--- src/rtl/alu_seq.sv ---
// -----------------------------------------------------------------------------
// alu_seq -- registered ALU between operand fetch and writeback.
//
// Takes one operation per in_valid/in_ready handshake and returns the result
// and Z/N/C/V flags through a one-entry output register drained by
// out_valid/out_ready. Single-cycle ops land in the output register on the
// accept edge. MUL, when built in, runs a shift-add loop over BIT_COUNT edges.
//
// Build option:
//   ALU_MUL_EN  defined   -> op 11 is an iterative multiplier (IDLE/MUL_BUSY FSM)
//               undefined -> op 11 is illegal (c=0, Z=1), no FSM registers
//
// Ports:
//   clk, rst          clock (rising edge), asynchronous active-high reset
//   in_valid/in_ready request handshake
//   a, b, op          operands and encoded operation
//   out_valid/out_ready result handshake
//   c, alu_flags      registered result and flags {V,C,N,Z}
//   o_dbg_state       current FSM state (0=IDLE, 1=MUL_BUSY)
//
// Handshake rule (both sides): a transfer happens on a rising edge where
// valid && ready. A producer holding valid keeps its payload stable until
// that edge; c/alu_flags never change while out_valid && !out_ready.
// -----------------------------------------------------------------------------
module alu_seq #(
    parameter int BIT_COUNT = 8,
    parameter int OP_W      = 4,
    parameter int SHAMT_W   = $clog2(BIT_COUNT)
) (
    input  logic                 clk,
    input  logic                 rst,
    input  logic                 in_valid,
    output logic                 in_ready,
    input  logic [BIT_COUNT-1:0] a,
    input  logic [BIT_COUNT-1:0] b,
    input  logic [OP_W-1:0]      op,
    output logic                 out_valid,
    input  logic                 out_ready,
    output logic [BIT_COUNT-1:0] c,
    output logic [3:0]           alu_flags,
    output logic [0:0]           o_dbg_state
);

    localparam logic [OP_W-1:0] OP_ADD  = OP_W'(0);
    localparam logic [OP_W-1:0] OP_SUB  = OP_W'(1);
    localparam logic [OP_W-1:0] OP_AND  = OP_W'(2);
    localparam logic [OP_W-1:0] OP_OR   = OP_W'(3);
    localparam logic [OP_W-1:0] OP_XOR  = OP_W'(4);
    localparam logic [OP_W-1:0] OP_NOT  = OP_W'(5);
    localparam logic [OP_W-1:0] OP_SHL  = OP_W'(6);
    localparam logic [OP_W-1:0] OP_SHR  = OP_W'(7);
    localparam logic [OP_W-1:0] OP_ASR  = OP_W'(8);
    localparam logic [OP_W-1:0] OP_BYPA = OP_W'(9);
    localparam logic [OP_W-1:0] OP_BYPB = OP_W'(10);

    localparam logic [0:0] ST_IDLE = 1'b0;

    localparam int MSB = BIT_COUNT - 1;

    // Width constants for comparing b and clamping the shift amount.
    localparam logic [BIT_COUNT-1:0] LP_BC    = BIT_COUNT'(BIT_COUNT);
    localparam logic [SHAMT_W:0]     LP_SH_BC = (SHAMT_W+1)'(BIT_COUNT);

    // ------------------------------------------------------------------
    // Single-cycle datapath
    // ------------------------------------------------------------------
    logic [BIT_COUNT:0]   w_add;
    logic [BIT_COUNT:0]   w_sub;
    logic                 w_b_ge;
    logic                 w_b_gt;
    logic [SHAMT_W:0]     w_sh_n;
    logic [BIT_COUNT:0]   w_shl_ext;
    logic [BIT_COUNT:0]   w_shr_ext;
    logic [BIT_COUNT:0]   w_asr_ext;
    logic [BIT_COUNT-1:0] w_res;
    logic                 w_c_flag;
    logic                 w_v_flag;
    logic [3:0]           w_flags;
    logic                 w_accept;

    assign w_add = {1'b0, a} + {1'b0, b};
    // Bit BIT_COUNT of the widened difference is the borrow (a < b unsigned).
    assign w_sub = {1'b0, a} - {1'b0, b};

    // Shift amounts of BIT_COUNT and above are clamped to BIT_COUNT; the
    // widened vectors below then keep the last bit shifted out in their
    // extra bit, which is exactly the C flag.
    assign w_b_ge = (b >= LP_BC);
    assign w_b_gt = (b >  LP_BC);
    assign w_sh_n = w_b_ge ? LP_SH_BC : {1'b0, b[SHAMT_W-1:0]};

    assign w_shl_ext = {1'b0, a} << w_sh_n;            // [BIT_COUNT] = carry out
    assign w_shr_ext = {a, 1'b0} >> w_sh_n;            // [0] = carry out
    assign w_asr_ext = $unsigned($signed({a, 1'b0}) >>> w_sh_n);

    always_comb begin
        w_res    = '0;
        w_c_flag = 1'b0;
        w_v_flag = 1'b0;
        case (op)
            OP_ADD: begin
                w_res    = w_add[MSB:0];
                w_c_flag = w_add[BIT_COUNT];
                w_v_flag = (a[MSB] == b[MSB]) && (w_add[MSB] != a[MSB]);
            end
            OP_SUB: begin
                w_res    = w_sub[MSB:0];
                w_c_flag = w_sub[BIT_COUNT];
                w_v_flag = (a[MSB] != b[MSB]) && (w_sub[MSB] != a[MSB]);
            end
            OP_AND:  w_res = a & b;
            OP_OR:   w_res = a | b;
            OP_XOR:  w_res = a ^ b;
            OP_NOT:  w_res = ~a;
            OP_SHL: begin
                // Beyond BIT_COUNT nothing of a is the "last bit out".
                if (!w_b_gt) begin
                    w_res    = w_shl_ext[MSB:0];
                    w_c_flag = w_shl_ext[BIT_COUNT];
                end
            end
            OP_SHR: begin
                if (!w_b_gt) begin
                    w_res    = w_shr_ext[BIT_COUNT:1];
                    w_c_flag = w_shr_ext[0];
                end
            end
            OP_ASR: begin
                w_res    = w_asr_ext[BIT_COUNT:1];
                w_c_flag = w_asr_ext[0];
            end
            OP_BYPA: w_res = a;
            OP_BYPB: w_res = b;
            default: begin
                // Illegal codes (and MUL, which never loads through here):
                // c=0 gives Z=1 with the other flags clear.
                w_res = '0;
            end
        endcase
    end

    assign w_flags  = {w_v_flag, w_c_flag, w_res[MSB], (w_res == '0)};
    assign w_accept = in_valid && in_ready;

    // ------------------------------------------------------------------
    // Output-register load source
    // ------------------------------------------------------------------
    logic                 w_load;
    logic [BIT_COUNT-1:0] w_load_c;
    logic [3:0]           w_load_flags;

`ifdef ALU_MUL_EN
    localparam logic [OP_W-1:0]    OP_MUL      = OP_W'(11);
    localparam logic [0:0]         ST_MUL_BUSY = 1'b1;
    localparam logic [SHAMT_W-1:0] LP_CNT_LAST = SHAMT_W'(BIT_COUNT - 1);

    logic [0:0]             r_state;
    logic [2*BIT_COUNT-1:0] r_mcand;
    logic [BIT_COUNT-1:0]   r_mplier;
    logic [2*BIT_COUNT-1:0] r_acc;
    logic [SHAMT_W-1:0]     r_cnt;

    logic                   w_is_mul;
    logic                   w_mul_start;
    logic                   w_mul_done;
    logic [2*BIT_COUNT-1:0] w_acc_next;
    logic                   w_mul_hi_nz;

    assign w_is_mul    = (op == OP_MUL);
    assign w_mul_start = w_accept && w_is_mul;
    assign w_mul_done  = (r_state == ST_MUL_BUSY) && (r_cnt == LP_CNT_LAST);
    assign w_acc_next  = r_acc + (r_mplier[0] ? r_mcand : '0);
    assign w_mul_hi_nz = (w_acc_next[2*BIT_COUNT-1:BIT_COUNT] != '0);

    // A MUL is only accepted when the output register is empty or draining
    // on that same edge, so out_valid is naturally low for the whole loop.
    assign in_ready    = (r_state == ST_IDLE) && (!out_valid || out_ready);
    assign o_dbg_state = r_state;

    always_ff @(posedge clk or posedge rst) begin
        if (rst) begin
            r_state  <= ST_IDLE;
            r_mcand  <= '0;
            r_mplier <= '0;
            r_acc    <= '0;
            r_cnt    <= '0;
        end else if (w_mul_start) begin
            r_state  <= ST_MUL_BUSY;
            r_mcand  <= {{BIT_COUNT{1'b0}}, a};
            r_mplier <= b;
            r_acc    <= '0;
            r_cnt    <= '0;
        end else if (r_state == ST_MUL_BUSY) begin
            // One shift-add step: add the shifted multiplicand when the
            // current multiplier LSB is set.
            r_acc    <= w_acc_next;
            r_mcand  <= r_mcand << 1;
            r_mplier <= r_mplier >> 1;
            r_cnt    <= r_cnt + 1'b1;
            if (w_mul_done) begin
                r_state <= ST_IDLE;
            end
        end
    end

    always_comb begin
        w_load       = 1'b0;
        w_load_c     = w_res;
        w_load_flags = w_flags;
        if (w_accept && !w_is_mul) begin
            w_load = 1'b1;
        end else if (w_mul_done) begin
            w_load       = 1'b1;
            w_load_c     = w_acc_next[MSB:0];
            w_load_flags = {w_mul_hi_nz, w_mul_hi_nz, w_acc_next[MSB],
                            (w_acc_next[MSB:0] == '0)};
        end
    end
`else
    assign in_ready     = !out_valid || out_ready;
    assign o_dbg_state  = ST_IDLE;
    assign w_load       = w_accept;
    assign w_load_c     = w_res;
    assign w_load_flags = w_flags;
`endif

    // ------------------------------------------------------------------
    // One-entry output register
    // ------------------------------------------------------------------
    logic                 r_out_valid;
    logic [BIT_COUNT-1:0] r_c;
    logic [3:0]           r_flags;

    // A load wins over a drain on the same edge, so out_valid stays high
    // when a new result replaces one being consumed.
    always_ff @(posedge clk or posedge rst) begin
        if (rst) begin
            r_out_valid <= 1'b0;
            r_c         <= '0;
            r_flags     <= '0;
        end else if (w_load) begin
            r_out_valid <= 1'b1;
            r_c         <= w_load_c;
            r_flags     <= w_load_flags;
        end else if (r_out_valid && out_ready) begin
            r_out_valid <= 1'b0;
        end
    end

    assign out_valid = r_out_valid;
    assign c         = r_c;
    assign alu_flags = r_flags;

endmodule

--- config.mk ---
export PLATFORM = sky130hd
export DESIGN_NAME = alu_seq
export DESIGN_NICKNAME = d
export VERILOG_FILES = /design/src/rtl/alu_seq.sv
export SDC_FILE = /design/constraint.sdc
export NUM_CORES = 1
export LEC_CHECK = 0
export CAP_MARGIN = 20
export CORE_AREA = 2 2 70 99
export DETAILED_ROUTE_END_ITERATION = 8
export DIE_AREA = 0 0 72 101
export MAX_ROUTING_LAYER = met4
export PLACE_DENSITY = 0.68
export SLEW_MARGIN = 5
export SYNTH_ARGS = -nofsm -noshare
export SYNTH_HDL_FRONTEND = slang
export SYNTH_SLANG_ARGS = --single-unit
--- constraint.sdc ---
create_clock -name clk -period 3.2 [get_ports clk]
set_input_delay 0.32 -clock clk [delete_from_list [all_inputs] [get_ports clk]]
set_output_delay 0.32 -clock clk [all_outputs]
set_load 0.02 [all_outputs]
# [Yosys cells after proc, flatten, opt, wreduce, memory -nomap -nowiden]
# Index checks and enable logic that the tools add are counted.
[word_totals] out_inout_bits=15 regBits=13 word_cells=47 input_bits=24
[classes] n_shift=3 n_mux=10 n_bitwise=4 n_addsub=2 magnitude_cmp=2 eq_ne=14 reduce_logical=9
[ops] cell="case mux 8 bit (11 select lines)" count=1
[ops] cell="equality test 4 x 3 -> 1 bit (second input constant)" count=4
[ops] cell="two-way mux 8 bit" count=2
[ops] cell="equality test 4 bit (second input constant)" count=3
[ops] cell="adder 8 x 8 -> 9 bit" count=1
[ops] cell="left shift 8 x 4 -> 9 bit" count=1
[ops] cell="right shift 9 x 4 -> 9 bit" count=1
[ops] cell=">>> shifter 9 x 4 -> 9 bit" count=1
[ops] cell="subtractor 8 x 8 -> 9 bit" count=1
[ops] cell="AND 8 bit" count=1
[ops] cell="equality test 4 x 2 -> 1 bit (second input constant)" count=2
[ops] cell="greater-or-equal comparator 8 x 4 -> 1 bit (second input constant)" count=1
[ops] cell="> comparator 8 x 4 -> 1 bit (second input constant)" count=1
[ops] cell="logical NOT 8 bit" count=1
[ops] cell="inverter 8 bit" count=1
[ops] cell="bitwise OR 8 bit" count=1
[ops] cell="XOR 8 bit" count=1
[ops] cell="case mux 1 bit (5 select lines)" count=1
[ops] cell="equality test 4 x 1 -> 1 bit (second input constant)" count=1
[ops] cell="logical AND 1 bit" count=4
[ops] cell="logical NOT 4 bit" count=1
[ops] cell="two-way mux 1 bit" count=4
[ops] cell="two-way mux 4 bit" count=1
[ops] cell="inequality test 1 bit" count=3
[ops] cell="other kinds (5)" count=5

# [Depth between registers and ports, before layout]
# Gate-level depths: netlist of the first run.
[logic_depth] word_depth=6 mapped_depth=12 ltp_nobuf=12

# [Worst setup path after synthesis of the first run]
# OpenSTA, ideal clock, no wires.
[synth_path] path_kind="in2reg" startpoint="input port b[1]" endpoint="register r_flags[0], in the netlist alu_flags[0]" n_path_buf=2 path_slack_ns=0.411 t_required_ns=3.108 setup_time_ns=0.092 stages=12 arrival_time_ns=2.697 cell_sequence="clkbuf_1 -> inv_1 -> clkbuf_1 -> ha_1 -> o21bai_1 -> a21oi_1 -> o31ai_1 -> a221oi_1 -> xor2_1 -> a22oi_1 -> nand2_1 -> o31ai_2"
[synth_between] elab_chain_len=6 word_cells_on_any_way=15 classes_between="add/sub (2); order compare (2); shift (3); mux (4); bitwise (3); reduce/logical (1)"
[synth_lines] element="start, declared" line_no="35" text="input logic [BIT_COUNT-1:0] b,"
[synth_lines] element="greater-or-equal comparator 8 x 4 -> 1 bit" line_no="88" text="assign w_b_ge = (b >= LP_BC);"
[synth_lines] element="two-way mux 4 bit" line_no="90" text="assign w_sh_n = w_b_ge ? LP_SH_BC : {1'b0, b[SHAMT_W-1:0]};"
[synth_lines] element="right shift 9 x 4 -> 9 bit or left shift 8 x 4 -> 9 bit (tied branches)" line_no="93, 92"
[synth_lines] element="two-way mux 8 bit (on tied branches)" line_no="123, 117"
[synth_lines] element="case mux 8 bit (11 select lines) (*)" line_no="100" text="case (op)"
[synth_lines] element="logical NOT 8 bit (*)" line_no="142" text="assign w_flags = {w_v_flag, w_c_flag, w_res[MSB], (w_res == '0)};"
[synth_lines] element="end signal, assigned" line_no="244" text="r_flags <= w_load_flags;"
[synth_lines] element="end, declared" line_no="232" text="logic [3:0] r_flags;"
# Every way passes the cells marked *; elsewhere a longest branch is shown, timed or not.
# A chain may end at the register's enable or synchronous reset.

# [Worst setup path after layout of the first run]
[layout_path] startpoint="input port a[0]" endpoint="register r_flags[0], in the netlist alu_flags[0]"
[layout_between] elab_chain_len=4 word_cells_on_any_way=13 classes_between="add/sub (2); shift (3); mux (3); bitwise (4); reduce/logical (1)"
[layout_lines] element="start, declared" line_no="34" text="input logic [BIT_COUNT-1:0] a,"
[layout_lines] element="branches (longest 2 deep; another with subtractor 8 x 8 -> 9 bit)"
[layout_lines] element="case mux 8 bit (11 select lines) (*)" line_no="100"
[layout_lines] element="logical NOT 8 bit (*)" line_no="142"
# Mark *: on every way between the ends.

==> results of run 1 <==
-- routing by layer --
layer	part of all wire [%]	track usage, %	vias to the layer above	routed length, um
met4	5.5	17.1	0	599
met2	50	54.0	183	5410
li1	-	-	1582	-
met5	0	-	-	0
met3	7.0	2.70	44	756
met1	37	35.1	1566	4060
-- state kept, by name (all words and copies together) (netlist names) --
| register | cells |
|---|---|
| alu_flags | 4 |
| c | 7 |
| out_valid | 1 |
-- path summary, 6_finish.rpt --
check / depth (start not counted) / start / endpoint / slack (ns)
worst min-delay path: 2 / rst / alu_flags[3] / 0.38
max in group asynchronous: 2 / rst / c[2] / 2.51
worst min register to register: 2 / alu_flags[3] / alu_flags[3] / 0.47
worst max register to register: 8 / out_valid / alu_flags[0] / 1.19
worst max-delay path: 13 / a[0] / alu_flags[0] / 0.21
min in group clk: 2 / alu_flags[3] / alu_flags[3] / 0.47
-- cell type report --
cell class	instances	share of cell area, %
Sequential cell	12	8.48
Timing Repair Buffer	85	21.0
Inverter	25	2.65
Tap cell	74	2.62
Multi-Input combinational cell	329	63.7
Clock buffer	4	1.56
-- cells by family (layout without fill, tap and decap cells) --
logic type / Yosys count / count (layout) / share of synthesized area, %
AND/OR/NAND/NOR: 147 / 147 / 27.2
AO/OA/AOI/OAI: 131 / 131 / 32.2
buffers and inverters: 59 / 114 / 8.64
adder cells (fa/ha/maj): 26 / 26 / 12.2
multiplexers: 15 / 15 / 6.08
flip-flops: 12 / 12 / 10.7
XOR/XNOR: 9 / 9 / 2.82
other: 1 / 1 / 0.134
-- stage by stage --
stage | cell area, um2 | util (%) | std cells | setup TNS [ns] | power (W)
after floorplan | 2800 | - | 400 | 0 | 0.000482
after CTS | 3540 | 55.0 | 529 | 0 | 0.000865
after global routing | 3540 | 55.0 | 529 | 0 | 0.000917
after global placement | 3480 | 54.1 | 525 | 0 | 0.000692
final | 3540 | 55.0 | 529 | 0 | 0.000867
after detailed placement | 3480 | 54.1 | 525 | -0.0361 | 0.000697
-- layout by cell type (no fill, tap or decap), types with 10 or more instances in the layout --
cell             netlist  routed
nand2_1               40      40
a21oi_1               27      27
nor2b_1               11      11
o21ai_0               13      13
ha_1                  24      24
a211oi_1              10      10
dfrtp_1               12      12
o211ai_1              10      10
clkdlybuf4s50_1        0      37
nand3_1               15      15
a31oi_1               11      11
buf_4                  2      47
nor2_1                30      30
nor3_1                15      15
inv_1                 25      25
-- power by group through the flow --
stage,clock network [W],logic (W),registers (W)
2_1_floorplan,0,0.000268,0.000214
3_3_place_gp,0,0.000507,0.000186
3_5_place_dp,0,0.000509,0.000188
5_1_grt,0.000171,0.000559,0.000187
6_report,0.000165,0.000518,0.000184
4_1_cts,0.000170,0.000511,0.000185
==> metrics.txt, run 1 <==
CTS Hold Buffers Added=0; Synth warnings=0; Setup Viol. Count Final=0; post-synth top area cell=dfrtp_1; Psw=approximately 0.00036 W; Synth Net Count=450; CORE AREA=roughly 6400 um2; CP startpoint kind=input port; Final Routed Wirelength=between 10000 and 15000 um; Period minus WS final=around 3.0 ns; switching fraction of total power=41.1%; Final Hold Viols=0; drt wl/cell=just over 20 um; clk_lat worst skew=roughly 0.24 ns; #FFs+latches synth=12; Sequential cell area=around 300 um2; clock skew=0.000877 ns; layout cells sized above 1=14.7%; grt ovf=0; fmax=~330 MHz; initial antenna violation count=0; # fillers=about 660; commonest cells in the netlist=nand2_1 (40), nor2_1 (30), a21oi_1 (27), clkbuf_1 (25), inv_1 (25); Leak=approximately 1.5 nW; Synth Area per Inst=between 6 and 7 um2; CP delay by family, top=compound AO/OA/AOI/OAI gates; sequential share of power=approximately a fifth; Setup crit end kind=flop; final worst slack=about 0.21 ns; CP arrival=3.14 ns; critical path type=input port to flop; via count of the first global-routing pass=3261; Die Span Y=~100 um; Rows=35; Netlist cell types=slightly below 70; worst hold slack=0.382 ns; TritonCTS clock tree=built; outcome=finished clean; vias=approximately 3400; Max VDD drop=0.000140 V; period utilisation layout=about 93%; critical path's slowest cell=clkdlybuf4s50_1; cell repeated most along the worst path=inv_1; cell breakdown of the critical path=clkdlybuf4s50_1 -> inv_1 -> ha_1 -> inv_1 -> fa_1 -> mux2_2 -> a22oi_1 -> o21a_1 -> nor2_1 -> a211oi_1 -> o221ai_1 -> nand3b_1 -> o31ai_2; Synth Cell Area=2800 um2; I/O pin cnt=39; Clk pwr share=19.0%; Residual DRC=0; Synth Flop Type=dfrtp_1; Async S/R FF share, synth=100%; ant diodes=0; Multi-input gate area=2250 um2; worst min-delay path category=input port to asynchronous set/reset pin; post-synthesis sequential area ratio=10.7%; number of buffers added for setup after CTS=0; Mapped Cells=400; Slew headroom=between 40% and 50%; Crit path required time=3.35 ns; Tot GR Track Use=31.3%; Worst Path Max Fanout=3; RSZ-0062 raised after global routing=false; post-DR vias/cell=between 6 and 7; internal power=0.000511 W; worst path bufs/invs=3; CTS Buf Count=3; die footprint=7270 um2; layout net count=about 510; CP peak stage delay=~0.52 ns; HPWL Detailed=between 8000 and 9000 um; Area Growth Syn to Fin=26.6%; Buffers on Ports=37; htree depth=1; Placer Congestion=1.00; antenna-violating nets left=0; drt pass-1 iters=5; clk buf depth=2; Synth area leaders=dfrtp_1 (11%), ha_1 (11%), nand2_1 (5.4%); maxcap violations=0; Least-Margin Pin Slew=between 0.8 and 0.9 ns; # resized after CTS=0; Worst-path clk slew=~0.05 ns; Comb pwr share=59.7%; Die X=approximately 72 um; Max Slew Vio Count=0; Setup WS pre-CTS=-0.0361 ns; pin count of the biggest net entering global routing=32; CTS Sinks=12; Root Buffer=clkbuf_8; most frequent cell after synthesis=nand2_1; top-area cell type share of the netlist area=10.7%; Initial Util=43.4%; first-pass GRT wire length=17100 um; initial DRC count=approximately 330; Post-synth EDFFs=0; PwrDens=between 200 and 250 nW/um2
No activity file was read; power rests on OpenSTA's default activity.
==> run 2: changes to the inputs <==
--- a/config.mk
+++ b/config.mk
@@ -7,8 +7,10 @@
 export LEC_CHECK = 0
 export CAP_MARGIN = 20
 export CORE_AREA = 2 2 70 99
+export CTS_CLUSTER_SIZE = 25
 export DETAILED_ROUTE_END_ITERATION = 8
 export DIE_AREA = 0 0 72 101
+export HOLD_SLACK_MARGIN = 0.02
 export MAX_ROUTING_LAYER = met4
 export PLACE_DENSITY = 0.68
 export SLEW_MARGIN = 5
==> results of run 2 <==
Same layout as run 1: the final DEF is identical, and so are final timing and power.
==> run 3: changes to the inputs <==
==> constraint.sdc (replaced) <==
create_clock -name clk -period 3 [get_ports clk]
set_input_delay 0.3 -clock clk [delete_from_list [all_inputs] [get_ports clk]]
set_output_delay 0.3 -clock clk [all_outputs]
set_load 0.02 [all_outputs]
==> run 3 against run 2 <==
Sequential share of layout area decreased by 0.64 points. Sequential cell count unchanged. Setup slack worse by 0.057 ns. Largest cell class unchanged. Total power up 8.3%. Via count up 3.9%. First-iteration DRC count is 22% lower. Largest power group unchanged.
==> metrics.txt, run 3 (same netlist as run 1, synthesis figures left out) <==
outcome=finished clean (unchanged); CTS Buf Count=3 (unchanged); reg-to-reg endpoint=alu_flags[0] (unchanged); die footprint=7270 um2 (unchanged); ant diodes=0 (unchanged); Final Util=59.4% (was 55.0%); metal2 WL=5380 um (was 5410 um); drt pass-1 iters=5 (unchanged); Max Slew Vio Count=0 (unchanged); Least-Margin Pin Slew=0.582 ns (was 0.830 ns); HPWL Detailed=8960 um (was 8750 um); htree depth=1 (unchanged); post-DR vias/cell=6.27 (was 6.38); Worst-path clk slew=0.05 ns (about the same); Residual DRC=0 (unchanged); fmax=around 350 MHz; Cell Area, Placed=3710 um2 (was 3480 um2); clock skew=0.000306 ns (was 0.000877 ns); Multi-input gate area=2290 um2 (was 2250 um2); initial DRC count=261 (was 334); Buffers on Ports=37 (unchanged); Initial Util=43.4% (unchanged); cell breakdown of the critical path=clkdlybuf4s50_1 -> or4_4 -> nor2_4 -> buf_4 -> a41oi_1 -> o221ai_1 -> a2bb2oi_1 -> and3_1 -> nand3b_1 -> o31ai_2 (was clkdlybuf4s50_1 -> inv_1 -> ha_1 -> inv_1 -> fa_1 -> mux2_2 -> a22oi_1 -> o21a_1 -> nor2_1 -> a211oi_1 -> o221ai_1 -> nand3b_1 -> o31ai_2); first-pass GRT wire length=17900 um (was 17100 um); Leak=1.68 nW (was 1.51 nW); TritonCTS clock tree=built (unchanged); Setup Viol. Count Final=0 (unchanged); Final Routed Wirelength=11000 um (was 10800 um); antenna-violating nets left=0 (unchanged); Tot GR Track Use=32.3% (was 31.3%); layout net count=537 (was 506); clk buf depth=2 (unchanged); CORE AREA=6440 um2 (unchanged); worst min-delay path category=input port to asynchronous set/reset pin (unchanged); Period minus WS final=2.84 ns; Crit path required time=3.14 ns (was 3.35 ns); grt ovf=0 (unchanged); Worst Reg-to-Reg Cells=8 (unchanged); pin count of the biggest net entering global routing=32 (unchanged); Die X=72 um (unchanged); clk_lat worst skew=0.23 ns (was 0.24 ns); via count of the first global-routing pass=3470 (was 3261); Sequential cell area=300 um2 (unchanged); CP arrival=2.98 ns (was 3.14 ns); Total Power=0.000939 W (was 0.000867 W); I/O pin cnt=39 (unchanged); most common cell after layout, fill and taps aside=buf_4 (unchanged); CP peak stage delay=0.68 ns (was 0.52 ns); initial antenna violation count=0 (unchanged); Rows=35 (unchanged); met1 wire length=4000 um (was 4060 um); critical path's slowest cell=or4_4 (was clkdlybuf4s50_1); CP delay by family, top=simple AND/OR/NAND/NOR gates (was compound AO/OA/AOI/OAI gates); Root Buffer=clkbuf_8 (unchanged); Final Hold Viols=0 (unchanged); met3 WL=827 um (was 756 um); max reg flops=7 (unchanged); # placed instances=553 (was 525); layout cells sized above 1=21.4% (was 14.7%); Area Growth Syn to Fin=36.8% (was 26.6%); setup TNS=0 ns (unchanged); Setup crit end kind=flop (unchanged); Slew headroom=60.9% (was 44.2%); # fillers=595 (was 657); critical path type=input port to flop (unchanged); vias=3507 (was 3375); Max Used Layer=met4 (unchanged); CP startpoint kind=input port (unchanged); Max VDD drop=0.000137 V (was 0.000140 V); r2r setup slk=0.86 ns (was 1.19 ns); Die Span Y=101 um (unchanged); Placer Congestion=0.988 (was 1.00); drt wl/cell=19.6 um (was 20.5 um); Post-Layout Inst Area=3830 um2 (was 3540 um2); CTS Sinks=12 (unchanged); period utilisation layout=a little over nine tenths; worst path bufs/invs=2 (was 3); PwrDens=245 nW/um2 (about the same); Worst Path Max Fanout=7 (was 3); commonest non-fill, non-tap cells in the layout=buf_4 (75), nand2_1 (40), clkdlybuf4s50_1 (35), nor2_1 (30), a21oi_1 (26) (was buf_4 (47), nand2_1 (40), clkdlybuf4s50_1 (37), nor2_1 (30), a21oi_1 (27)); maxcap violations=0 (unchanged); Layout Cells excl Fill=559 (was 529); reg2reg start=out_valid (unchanged)
[run 3: cell types whose count changed in the layout (fill, tap and decap cells not counted), moves of 2 or more]
cell             delta
buf_4              +28
a211oi_1            -2
a211oi_2            +2
buf_12              +2
clkdlybuf4s50_1     -2
dlymetal6s2s_1      +2
[run 3: where the power goes]
group	total (W)	internal (W)	switching, W	leakage, nW
Sequential	0.000197	0.000185	0.0000115	0.151
Clock	0.000139	0.0000878	0.0000515	0.0216
Combinational	0.000603	0.000283	0.000320	1.51
[run 3: stage by stage]
| stage | hold slack [ns] | setup WS (ns) |
|---|---|---|
| after floorplan | 0.165 | 0.231 |
| final | 0.379 | 0.157 |
| after global placement | 0.460 | -0.127 |
| after global routing | 0.427 | -0.00603 |
| after CTS | 0.397 | 0.0338 |
| after detailed placement | 0.466 | -0.203 |
[run 3: what timing repair did]
item                       4_1_cts  5_1_grt
hold buffers                     0        0
hold endpoints to repair         0        0
resized for setup                0       10
setup endpoints to repair        0        2
setup buffers                    0        3
[run 3: cell type report]
class | count | share of cell area, %
inverter | 25 | 2.45
clock buffer | 3 | 1.08
timing repair buffer | 116 | 26.4
sequential | 12 | 7.85
tap | 74 | 2.42
multi-input combinational | 329 | 59.8
[run 3: how the worst max path moves through the flow]
stage,cells after the start,slack [ns],endpoint,from
after floorplan,12,0.23,alu_flags[0],b[1]
after global placement,13,-0.13,alu_flags[0],a[0]
after detailed placement,13,-0.20,alu_flags[0],a[0]
after CTS,13,0.03,alu_flags[0],a[0]
after global routing,11,-0.006,alu_flags[0],b[7]
final,10,0.16,alu_flags[0],b[7]
[run 3: layer usage]
metal / vias up / track usage, %
li1: 1647 / -
met1: 1616 / 36.0
met2: 191 / 53.7
met3: 53 / 3.50
met4: 0 / 21.3
met5: - / -
